<file path="src/rtl/ram_arb_pkg.sv">
// ram_arb_pkg: shared widths, request/response types and the round-robin pick for ram_port_arbiter
`ifndef DATA_WIDTH
`define DATA_WIDTH 8
`endif
`ifndef DATA_DEPTH
`define DATA_DEPTH 256
`endif
package ram_arb_pkg;
    localparam int ARB_N_REQ     = 4;
    localparam int ARB_DW        = `DATA_WIDTH;
    localparam int ARB_AW        = $clog2(`DATA_DEPTH);
    localparam int ARB_RD_LAT    = 2;
    localparam int ARB_RSP_DEPTH = 4;
    localparam int ID_W          = $clog2(ARB_N_REQ);
    localparam int CNT_W         = $clog2(ARB_RSP_DEPTH + 1);

    typedef struct packed {
        logic              we;
        logic [ARB_AW-1:0] addr;
        logic [ARB_DW-1:0] wdata;
    } ram_req_t;

    typedef struct packed {
        logic [ID_W-1:0]   id;
        logic [ARB_DW-1:0] data;
    } rsp_t;

    // one-hot of the first set bit of mask at or after ptr, wrapping
    function automatic logic [ARB_N_REQ-1:0] rr_pick(input logic [ARB_N_REQ-1:0] mask, input logic [ID_W-1:0] ptr);
        logic [ARB_N_REQ-1:0] g;
        logic [ID_W-1:0]      idx;
        g = '0;
        for (int k = ARB_N_REQ - 1; k >= 0; k--) begin
            idx = ID_W'((int'(ptr) + k) % ARB_N_REQ);
            if (mask[idx]) g = ARB_N_REQ'(1) << idx;
        end
        return g;
    endfunction
endpackage

</file>
<file path="src/rtl/ram_arb_rsp_fifo.sv">
// ram_arb_rsp_fifo: first-word-fall-through response FIFO with occupancy count
module ram_arb_rsp_fifo
    import ram_arb_pkg::*;
#(
    parameter int DEPTH = ARB_RSP_DEPTH
) (
    input  logic                       clk,
    input  logic                       rst_n,
    input  logic                       push,
    input  logic [$bits(rsp_t)-1:0]    push_data,
    input  logic                       pop,
    output logic [$bits(rsp_t)-1:0]    pop_data,
    output logic                       empty,
    output logic [$clog2(DEPTH+1)-1:0] count
);
    localparam int PW = $clog2(DEPTH);
    localparam int CW = $clog2(DEPTH + 1);

    rsp_t          mem_q [DEPTH];
    rsp_t          mem_d [DEPTH];
    logic [PW-1:0] wr_q, wr_d, rd_q, rd_d;
    logic [CW-1:0] cnt_q, cnt_d;
    logic          do_pop;

    always_comb begin
        do_pop = pop && cnt_q != '0;
        mem_d = mem_q;
        mem_d[wr_q] = push ? rsp_t'(push_data) : mem_q[wr_q];
        wr_d = wr_q + PW'(push);
        rd_d = rd_q + PW'(do_pop);
        cnt_d = cnt_q + CW'(push) - CW'(do_pop);
    end

    always_ff @(posedge clk) begin
        if (!rst_n) begin
            wr_q  <= '0;
            rd_q  <= '0;
            cnt_q <= '0;
        end else begin
            wr_q  <= wr_d;
            rd_q  <= rd_d;
            cnt_q <= cnt_d;
        end
    end

    always_ff @(posedge clk) mem_q <= mem_d;

    always_ff @(posedge clk)
        if (rst_n) assert (!(push && !do_pop && cnt_q == CW'(DEPTH)));

    assign pop_data = mem_q[rd_q];
    assign empty    = cnt_q == '0;
    assign count    = cnt_q;
endmodule

</file>
<file path="src/rtl/ram_port_arbiter.sv">
// ram_port_arbiter: one RAM port shared by N_REQ requesters; round-robin with RAM_ARB_RR_EN, else fixed priority
module ram_port_arbiter
    import ram_arb_pkg::*;
#(
    parameter int N_REQ     = ARB_N_REQ,
    parameter int DW        = ARB_DW,
    parameter int AW        = ARB_AW,
    parameter int RD_LAT    = ARB_RD_LAT,
    parameter int RSP_DEPTH = ARB_RSP_DEPTH
) (
    input  logic                     clk,
    input  logic                     rst_n,
    input  logic [N_REQ-1:0]         req_valid,
    output logic [N_REQ-1:0]         req_ready,
    input  logic [N_REQ-1:0]         req_we,
    input  logic [N_REQ*AW-1:0]      req_addr,
    input  logic [N_REQ*DW-1:0]      req_wdata,
    output logic                     ram_we,
    output logic [AW-1:0]            ram_addr,
    output logic [DW-1:0]            ram_din,
    input  logic [DW-1:0]            ram_dout,
    output logic                     rsp_valid,
    input  logic                     rsp_ready,
    output logic [$clog2(N_REQ)-1:0] rsp_id,
    output logic [DW-1:0]            rsp_data
);
    logic [N_REQ-1:0]          elig, gnt;
    logic [ID_W-1:0]           gnt_id, ptr_q, ptr_d;
    ram_req_t                  sel;
    logic                      xfer, rd_xfer, pop, fifo_empty;
    logic                      ram_we_q, ram_we_d;
    logic [AW-1:0]             ram_addr_q, ram_addr_d;
    logic [DW-1:0]             ram_din_q, ram_din_d;
    logic [RD_LAT:0]           pipe_vld_q, pipe_vld_d;
    logic [RD_LAT:0][ID_W-1:0] pipe_id_q, pipe_id_d;
    logic [CNT_W-1:0]          fifo_count, cred;
    rsp_t                      fifo_out;

    // credit counts reads still in the pipe plus parked responses; a same-cycle pop frees credit next cycle
    always_comb begin
        cred = CNT_W'($countones(pipe_vld_q)) + fifo_count;
        elig = req_valid & (req_we | {N_REQ{cred < CNT_W'(RSP_DEPTH)}});
        gnt = rst_n ? rr_pick(elig, ptr_q) : '0;
        gnt_id = '0;
        sel = '0;
        for (int i = 0; i < N_REQ; i++) begin
            if (gnt[i]) begin
                gnt_id = ID_W'(i);
                sel = '{we: req_we[i], addr: req_addr[i*AW +: AW], wdata: req_wdata[i*DW +: DW]};
            end
        end
        xfer = |gnt;
        rd_xfer = xfer && !sel.we;
        pop = rsp_valid && rsp_ready;
        ram_we_d = xfer && sel.we;
        ram_addr_d = xfer ? sel.addr : ram_addr_q;
        ram_din_d = xfer ? sel.wdata : ram_din_q;
`ifdef RAM_ARB_RR_EN
        ptr_d = xfer ? ID_W'((int'(gnt_id) + 1) % N_REQ) : ptr_q;
`else
        ptr_d = '0;
`endif
        pipe_vld_d = {pipe_vld_q[RD_LAT-1:0], rd_xfer};
        pipe_id_d = {pipe_id_q[RD_LAT-1:0], gnt_id};
    end

    always_ff @(posedge clk) begin
        if (!rst_n) begin
            ptr_q      <= '0;
            ram_we_q   <= 1'b0;
            ram_addr_q <= '0;
            ram_din_q  <= '0;
            pipe_vld_q <= '0;
            pipe_id_q  <= '0;
        end else begin
            ptr_q      <= ptr_d;
            ram_we_q   <= ram_we_d;
            ram_addr_q <= ram_addr_d;
            ram_din_q  <= ram_din_d;
            pipe_vld_q <= pipe_vld_d;
            pipe_id_q  <= pipe_id_d;
        end
    end

    ram_arb_rsp_fifo #(.DEPTH(RSP_DEPTH)) u_fifo (
        .clk       (clk),
        .rst_n     (rst_n),
        .push      (pipe_vld_q[RD_LAT]),
        .push_data ({pipe_id_q[RD_LAT], ram_dout}),
        .pop       (pop),
        .pop_data  (fifo_out),
        .empty     (fifo_empty),
        .count     (fifo_count)
    );

    assign req_ready = gnt;
    assign ram_we    = ram_we_q;
    assign ram_addr  = ram_addr_q;
    assign ram_din   = ram_din_q;
    assign rsp_valid = !fifo_empty;
    assign rsp_id    = fifo_out.id;
    assign rsp_data  = fifo_out.data;
endmodule

</file>
<file path="config.mk">
export PLATFORM = sky130hd
export DESIGN_NAME = ram_port_arbiter
export DESIGN_NICKNAME = d
export VERILOG_FILES = /design/src/rtl/ram_arb_pkg.sv /design/src/rtl/ram_arb_rsp_fifo.sv /design/src/rtl/ram_port_arbiter.sv
export SDC_FILE = /design/constraint.sdc
export NUM_CORES = 1
export LEC_CHECK = 0
export ABC_AREA = 1
export CORE_UTILIZATION = 50
export DETAILED_ROUTE_END_ITERATION = 7
export GPL_ROUTABILITY_DRIVEN = 0
export PLACE_DENSITY_LB_ADDON = 0.05
export SLEW_MARGIN = 30
export SYNTH_ARGS = -nofsm -noshare
export SYNTH_HDL_FRONTEND = slang
export SYNTH_SLANG_ARGS = --single-unit
</file>
<file path="constraint.sdc">
create_clock -name clk -period 5.9 [get_ports clk]
set_input_delay 1.77 -clock clk [delete_from_list [all_inputs] [get_ports clk]]
set_output_delay 1.77 -clock clk [all_outputs]
set_load 0.01 [all_outputs]
</file>
==> out/results.ini <==
[status]
status=complete, no violations

[place]
placedCellCount=644
dpl_cell_area_mm2=0.00493
dpl.hpwl_mm=7.18
io_buffers=114
pre_cts_ws_ns=0.596

[critical_path]
slowest_stage=clkdlybuf4s50_1
slowest_delay_ns=0.54
required_ns=4.13
crit_fanout=17
worstPathCellList=clkdlybuf4s50_1 > nand3b_1 > nand2_1 > inv_2 > nor2_1 > nand2_2 > inv_2 > clkdlybuf4s50_1
end_kind=primary output
worstPathArrival_ns=3.56
cp-start-kind=primary input
critPathKind=in2out

[floorplan]
initial_core_util_pct=51.7
dieArea_mm2=0.00781
coreArea_mm2=0.00721
ios=115
die_h_um=88.4
die_w_um=88.4
rows=31

[clock_tree]
cts_root_buf=clkbuf_8
clock_sinks=73
cts_buffer_depth=2
cts_tree=yes
clkLatencyLatePin_ns=0.34
htreeDepth=3
cts.repair.resized=0
post-cts-setup-buffer-count=0
numCtsBuffers=9
path_clk_slew_ns=0.07
hold_buffers=0

[timing]
finalHoldViolations=0
period_share_pct=90.3
whs_ns=0.412
fin_ws_ns=0.574
rsz0062_at_grt=false
final.setup_skew_ns=0.00503
worstMarginPinSlew_ns=0.793
relSlewSlack_pct=47.1
finalMaxSlewViolations=0
fin_setup_tns_ns=0
period_minus_slack_ns=5.33
setup_viol=0
fmax_mhz=188

[grt]
gr-usage-all-layers_pct=26.7
grt-ovfl-total=0
grt_pass1_wl_mm=15.6
antenna_found_initial=0
grt_pass1_vias=3417
grt_max_degree=23

[layout]
final_core_util_pct=71.2
drive_gt1_share_pct=6.77
antennaDiodeCount=0
multi_input_area_mm2=0.00160
final_nets=646
seqCellArea_mm2=0.00186
fin_cells=660
area_growth_pct=37.7
fillers=583
stdcell_area_mm2=0.00513

[synth]
yosysWarnings=0
syn_inst=445
yosysSeqAreaShare_pct=49.9
ys_types=32
synth_nets=535
syn_area_mm2=0.00373
avgSynthCellArea_um2=8.38
yosys_register_bits=73

[route]
remaining_drc_errors=0
vias=3477
drtIter0Drc=136
avgViaCountPerCell=5.27
drtPass1Iterations=5
detail_route.wl_per_cell_um=15.0
ant_nets=0
drt-total-wl_mm=9.88

[run]
cap_violations=0

[worst_hold_path]
hp-class=reg2reg

[pwr]
p_total_mw=1.88
p_leak_nw=2.13
power.density_mw_per_mm2=367
peakVddDrop_v=0.000134

## layout by cell type, fill, tap and decap left out, drive strengths merged, types with 7 or more instances in the layout
| cell type | instances |
|---|---|
| nand2 | 116 |
| clkdlybuf4s50 | 114 |
| nor2 | 69 |
| nand3 | 48 |
| edfxtp | 40 |
| inv | 37 |
| dfxtp | 33 |
| o21ai | 23 |
| nand3b | 12 |
| a22oi | 11 |
| o22ai | 10 |
| clkbuf | 9 |
| buf | 7 |
## routing by layer
metal,vias to the layer above,track usage (%),wire (um)
met3,19,5.97,677
met5,-,0,0
met2,161,47.1,5000
li1,1706,-,-
met4,0,12.8,242
met1,1591,30.6,3960
## final cells by class
cell class	count	area share, %
timing repair buffer	121	23.2
tap	99	2.41
inverter	38	2.78
sequential	73	36.3
multi-input combinational	313	31.2
clock buffer	9	2.41
clock inverter	7	1.66
## registers in the layout, summed over array words and instances, names as in the netlist
register	count
pipe_id_d	4
u_fifo.wr_q	2
u_fifo.rd_q	2
ram_din	8
ram_we	1
pipe_id_q	2
u_fifo.count	3
ram_addr	8
pipe_vld_q	3
u_fifo.mem_q	40
## synthesized netlist by cell type
master | number | share of area, %
nand3_1 | 46 | 6.2
buf_4 | 2 | 0.40
fa_1 | 2 | 1.1
nand4_1 | 2 | 0.34
buf_6 | 4 | 1.2
nor2_2 | 1 | 0.17
clkbuf_1 | 11 | 1.1
xnor2_1 | 3 | 0.70
nand3_2 | 2 | 0.54
nand2_4 | 3 | 0.91
or2_1 | 2 | 0.34
a31oi_1 | 3 | 0.50
o21ai_0 | 22 | 3.0
inv_1 | 33 | 3.3
o21ai_4 | 1 | 0.44
nand3b_1 | 12 | 2.4
inv_2 | 4 | 0.40
nand2_2 | 2 | 0.34
dfxtp_1 | 33 | 18
clkinv_1 | 1 | 0.10
ha_1 | 5 | 1.7
edfxtp_1 | 40 | 32
a22oi_1 | 11 | 2.2
buf_2 | 4 | 0.54
nand2_1 | 111 | 11
nor2_8 | 1 | 0.54
nor2_1 | 64 | 6.4
a41oi_1 | 5 | 1.2
a21oi_1 | 1 | 0.13
a21boi_0 | 1 | 0.20
nor2_4 | 3 | 0.91
o22ai_1 | 10 | 1.7
## power breakdown
group | internal [mW] | total [mW] | switching (mW)
Sequential | 0.674 | 0.751 | 0.0776
Combinational | 0.360 | 0.720 | 0.361
Clock | 0.233 | 0.412 | 0.178
Total | 1.27 | 1.88 | 0.616
## critical path, delay by kind of cell
kind	cells	cell delay, ns
simple gates	4	0.57
buf+inv	4	1.21
## worst paths after layout
| path | cells after the start | slack (ns) | from | end |
|---|---|---|---|---|
| hold / removal | 2 | 0.41 | pipe_id_d[4] | pipe_id_q[4] |
| setup reg to reg | 15 | 2.96 | pipe_vld_q[0] | ram_addr[6] |
| hold reg to reg | 2 | 0.41 | pipe_id_d[4] | pipe_id_q[4] |
| setup / recovery | 8 | 0.57 | req_we[2] | req_ready[3] |
## cell families after synthesis
kind of cell    after synthesis  share of synthesized area (%)
compound gates               54                           9.29
xor+xnor                      3                          0.705
fa+ha+maj                     7                           2.75
buf+inv                      59                           7.08
flops                        73                           49.9
simple gates                249                           30.3
Power figures use the tool's default switching activity.
